===== src/rtl/control_fsm.sv =====
// Multi-cycle control sequencer: FETCH/DECODE/EXEC/MEM/WB with a phase-gated control word.
// FETCH and MEM wait on their acks indefinitely; every other phase lasts exactly one cycle.
module control_fsm #(
    parameter int INSTR_W = 8,
    parameter int OPW     = 4,
    parameter int CNT_W   = 16
) (
    input  logic               clock,
    input  logic               reset,
    input  logic [INSTR_W-1:0] instr,
    input  logic               fetch_ack,
    input  logic               mem_ack,
    output logic               fetch_req,
    output logic [12:0]        ctrl,
    output logic               pc_write,
    output logic               halted,
    output logic               illegal,
    output logic [2:0]         state,
    output logic [CNT_W-1:0]   instr_count
);

    typedef enum logic [2:0] {
        ST_FETCH  = 3'd0,
        ST_DECODE = 3'd1,
        ST_EXEC   = 3'd2,
        ST_MEM    = 3'd3,
        ST_WB     = 3'd4,
        ST_HALT   = 3'd5
    } state_t;

    // Phase masks: memory strobes only in MEM, jump/goto only in EXEC,
    // register write only in WB; halt bit never leaves the base word.
    localparam logic [12:0] EXEC_MASK = 13'b1111100011110;
    localparam logic [12:0] MEM_MASK  = 13'b1111101100110;
    localparam logic [12:0] WB_MASK   = 13'b1111110000110;

    state_t             r_state;
    state_t             w_next;
    logic [INSTR_W-1:0] r_ir;
    logic               r_illegal;
    logic [CNT_W-1:0]   r_count;

    logic [OPW-1:0]     w_op;
    logic [31:0]        w_opn;
    logic [12:0]        w_base;
    logic [12:0]        w_ctrl;
    logic               w_branch;
    logic               w_mem;
    logic               w_mtm;
    logic               w_end;
    logic               w_bad;
    logic               w_retire;
    logic               w_unused_ir;

    assign w_op        = r_ir[INSTR_W-1 -: OPW];
    assign w_opn       = 32'(w_op);
    assign w_unused_ir = ^r_ir[INSTR_W-OPW-1:0];

    assign w_branch = (w_opn == 32'd1) || ((w_opn >= 32'd6) && (w_opn <= 32'd8));
    assign w_mem    = (w_opn == 32'd4) || (w_opn == 32'd5);
    assign w_mtm    = (w_opn == 32'd4);
    assign w_end    = (w_opn == 32'd11);
    assign w_bad    = (w_opn >= 32'd13);

    always_comb begin
        w_base = '0;
        case (w_opn)
            32'd0:                      w_base = 13'b0011010000011;
            32'd1, 32'd6, 32'd7, 32'd8: w_base = 13'b0100100010001;
            32'd2:                      w_base = 13'b0101010000011;
            32'd3:                      w_base = 13'b0000010000001;
            32'd4:                      w_base = 13'b0100101000101;
            32'd5:                      w_base = 13'b0100010100101;
            32'd9:                      w_base = 13'b0011010000101;
            32'd10:                     w_base = 13'b0101100001101;
            32'd11:                     w_base = 13'b0100000000000;
            32'd12:                     w_base = 13'b1101100001101;
            default:                    w_base = '0;
        endcase
    end

    always_comb begin
        w_next   = r_state;
        w_ctrl   = '0;
        w_retire = 1'b0;
        case (r_state)
            ST_FETCH: begin
                if (fetch_ack) w_next = ST_DECODE;
            end
            ST_DECODE: begin
                w_next = (w_end || w_bad) ? ST_HALT : ST_EXEC;
            end
            ST_EXEC: begin
                w_ctrl = w_base & EXEC_MASK;
                if (w_branch) begin
                    w_next   = ST_FETCH;
                    w_retire = 1'b1;
                end else if (w_mem) begin
                    w_next = ST_MEM;
                end else begin
                    w_next = ST_WB;
                end
            end
            ST_MEM: begin
                w_ctrl = w_base & MEM_MASK;
                if (mem_ack) begin
                    w_next   = w_mtm ? ST_FETCH : ST_WB;
                    w_retire = w_mtm;
                end
            end
            ST_WB: begin
                w_ctrl   = w_base & WB_MASK;
                w_retire = 1'b1;
                w_next   = ST_FETCH;
            end
            ST_HALT: begin
                w_ctrl = 13'b0000000000001;
            end
            default: begin
                w_next = ST_FETCH;
            end
        endcase
    end

    // Reset suppresses a retirement that coincides with it in the same cycle.
    assign pc_write    = w_retire & ~reset;
    assign fetch_req   = (r_state == ST_FETCH);
    assign halted      = (r_state == ST_HALT);
    assign state       = r_state;
    assign ctrl        = w_ctrl;
    assign illegal     = r_illegal;
    assign instr_count = r_count;

    always_ff @(posedge clock) begin
        if (reset) begin
            r_state   <= ST_FETCH;
            r_ir      <= '0;
            r_illegal <= 1'b0;
            r_count   <= '0;
        end else begin
            r_state <= w_next;
            if ((r_state == ST_FETCH) && fetch_ack) r_ir <= instr;
            if ((r_state == ST_DECODE) && w_bad) r_illegal <= 1'b1;
            if (pc_write && (r_count != {CNT_W{1'b1}})) r_count <= r_count + CNT_W'(1);
        end
    end

endmodule


===== config.mk =====
export PLATFORM = sky130hd
export DESIGN_NAME = control_fsm
export DESIGN_NICKNAME = d
export VERILOG_FILES = /design/src/rtl/control_fsm.sv
export SDC_FILE = /design/constraint.sdc
export NUM_CORES = 1
export LEC_CHECK = 0
export ABC_AREA = 1
export CORE_MARGIN = 3
export CORE_UTILIZATION = 54
export DETAILED_ROUTE_END_ITERATION = 10
export HOLD_SLACK_MARGIN = 0.05
export PLACE_DENSITY_LB_ADDON = 0.3
export SLEW_MARGIN = 20
export SYNTH_ARGS = -nofsm -noshare
export SYNTH_HDL_FRONTEND = slang
export SYNTH_SLANG_ARGS = --single-unit

===== constraint.sdc =====
create_clock -name clock -period 3.7 [get_ports clock]
set_input_delay 0.74 -clock clock [delete_from_list [all_inputs] [get_ports clock]]
set_output_delay 0.74 -clock clock [all_outputs]
set_load 0.02 [all_outputs]

==> summary.txt <==
Outcome
  – Outcome: complete, no violations

Global routing
  – GRT Util Overall: 22.6%
  – Gr ovfl total: 0
  – Initial antenna violation count: 0
  – Largest net degree at the start of global routing: 19
  – Vias in the first global route: 2166
  – First-pass GRT wire length: 9.16 mm

CTS
  – Root Driver: clkbuf_8
  – Clock slew at the register clock pins of the worst setup and hold paths: 0.07 ns
  – CTS tree: built
  – Sink Count: 36
  – CTS buffer count: 5
  – Hold-fix buffers, CTS: 0
  – Clk_lat worst skew: 0.28 ns
  – H-tree depth: 2
  – Post_cts resized: 0
  – Post-CTS setup buffer count: 0
  – Clock Tree Buf Depth: 2

Logic synthesis
  – Post-Synthesis Cell Area: 2170 um^2
  – Commonest cells post-synth: nand2_1, inv_1, nor2_1
  – Synth top area share: 33.1%
  – Syn_nets: 355
  – Synth warn: 0
  – Post-Syn Area per Cell: 6.43 um^2
  – Cells after synthesis: 338
  – Synth cell types: 31
  – Cell with the most instances after synthesis: nand2_1
  – Post-synthesis register bit count: 36
  – Sequential cell area fraction in the yosys report: 33.1%
  – Area leader, netlist: dfxtp_1
  – Largest cells by area after synthesis: dfxtp_1, nand2_1, inv_1
  – Synth async-reset ratio: 0%
  – Most common flop cell mapped by yosys: dfxtp_1
  – Number of synthesized flops with an enable pin: 0

Routing
  – Post-Route WL: 5.20 mm
  – Initial DRT Pass Iterations: 4
  – Post-DRT Antenna Nets: 0
  – Vias per std cell: 5.34
  – Detailed router's first-iteration violation count: 204
  – Vias: 2295
  – WL/cell: 12.1 um
  – DRC violations left: 0

Timing
  – Max-slew violations: 0
  – Minimum clock period: 3.06 ns
  – Fin. Hold Viols: 0
  – Relative max-transition margin: 67.9%
  – Clock skew: 0.00205 ns
  – Final critical-path share of the clock period: 82.6%
  – RSZ-0062 raised after global routing: false
  – Final setup fails: 0
  – Final TNS setup: 0 ns
  – Worst slew pin tran: 0.480 ns
  – Max Fclk: 327 MHz

Power and ir drop
  – Lkg Pwr: 1.18 nW
  – Pwr Total: 0.00141 W
  – P per Cell Area: 517 nW/um^2
  – Peak supply drop: 383 uV

Layout
  – Fillers: 353
  – # diodes: 0
  – Post-layout net count: 399
  – Final Non-Filler Cells: 430
  – Share of post-route cells with drive strength above 1: 7.07%
  – Synth-to-Final Area Change: 25.4%

Flow run
  – Max cap viols: 0

Placed design
  – GPL Wtd Cong: 0.864
  – Port Buf Inserts: 43
  – Dpl hpwl: 3.73 mm
  – Inst Count DP: 423

Critical path
  – CP max FO: 2
  – Critical Path Sink Type: output port
  – WP data arrival: 2.32 ns
  – CP Launch Type: input port
  – Crit path kind: input port to output port
  – Critical Path RT: 2.96 ns

Die
  – Core area: 3770 um^2
  – Die Y: 69.5 um
  – FP Rows: 22
  – Top-Level Pins: 48
  – Width of the die: 69.5 um
  – Initial cell density of the core: 57.7%
  – DIE AREA: 4820 um^2

Worst hold path
  – Tightest Hold Check Type: flop to flop
[cell usage in the layout, fill, tap and decap left out, drive strengths merged]
| cell type | instances |
|---|---|
| a21oi | 17 |
| a31oi | 2 |
| and3 | 1 |
| buf | 3 |
| clkbuf | 7 |
| clkdlybuf4s50 | 43 |
| dfxtp | 36 |
| ha | 5 |
| inv | 53 |
| nand2 | 94 |
| nand3 | 22 |
| nand3b | 2 |
| nand4 | 22 |
| nor2 | 55 |
| nor3 | 6 |
| o211ai | 1 |
| o21ai | 7 |
| o21bai | 1 |
| xor2 | 5 |
[state kept, by name, summed over array words and instances, names as in the netlist]
signal,cells
r_ir,4
state,3
illegal,1
w_base,12
instr_count,16
[worst paths after layout]
check	depth (start not counted)	slack, ns	end	from
worst max-delay path	6	0.64	pc_write	mem_ack
worst min-delay path	2	0.50	illegal	illegal
worst max register to register	10	1.78	w_base[2]	state[0]
worst min register to register	2	0.50	illegal	illegal
[layout make-up]
type / instances / area, um^2 / share of cell area (%)
Inverter: 53 / 199 / 7.29
Sequential cell: 36 / 721 / 26.4
Timing Repair Buffer: 46 / 453 / 16.6
Tap cell: 48 / 60.1 / 2.20
Clock buffer: 7 / 96.3 / 3.53
Multi-Input combinational cell: 240 / 1200 / 43.9
[report_power, final]
part | leakage [nW] | switching, W | internal [W] | total, W
Sequential | 0.294 | 0.0000507 | 0.000467 | 0.000518
Clock | 0.0503 | 0.000136 | 0.000166 | 0.000302
Combinational | 0.833 | 0.000374 | 0.000216 | 0.000590
Total | 1.18 | 0.000561 | 0.000849 | 0.00141
[worst max-delay path: stages]
cell	delay [ns]
clkdlybuf4s50_1	0.48
nand4_1	0.10
nor2_1	0.16
nor2_2	0.07
a21oi_1	0.14
clkdlybuf4s50_1	0.62
[through the flow]
stage | hold slack [ns] | utilization (%) | setup WS [ns] | cell area (um^2)
final | 0.500 | 72.3 | 0.644 | 2730
after global routing | 0.540 | 72.3 | 0.589 | 2730
after CTS | 0.508 | 72.3 | 0.628 | 2730
after detailed placement | 0.492 | 69.8 | 0.634 | 2630
after global placement | 0.488 | 69.8 | 0.700 | 2630
after floorplan | 0.525 | - | 1.48 | 2170
[metal layers]
metal | routed length, um | vias to the layer above | global-route usage, %
li1 | - | 1165 | -
met1 | 2370 | 1037 | 29.0
met2 | 2410 | 83 | 36.7
met5 | 0 | - | 0
met4 | 75 | 0 | 9.11
met3 | 348 | 10 | 4.93
[logic make-up (layout without fill, tap and decap cells)]
group                      after synthesis  count (layout)  synth area share (%)
DFF                                     36              36                  33.1
buffers and inverters                   62             106                  11.7
xor gates and xnor gates                 5               5                  2.01
adders and majority gates                5               5                  2.88
AOI/OAI and AO/OA                       28              28                  7.19
and+or+nand+nor                        202             202                  43.0
(Power assumes the default switching activity.)
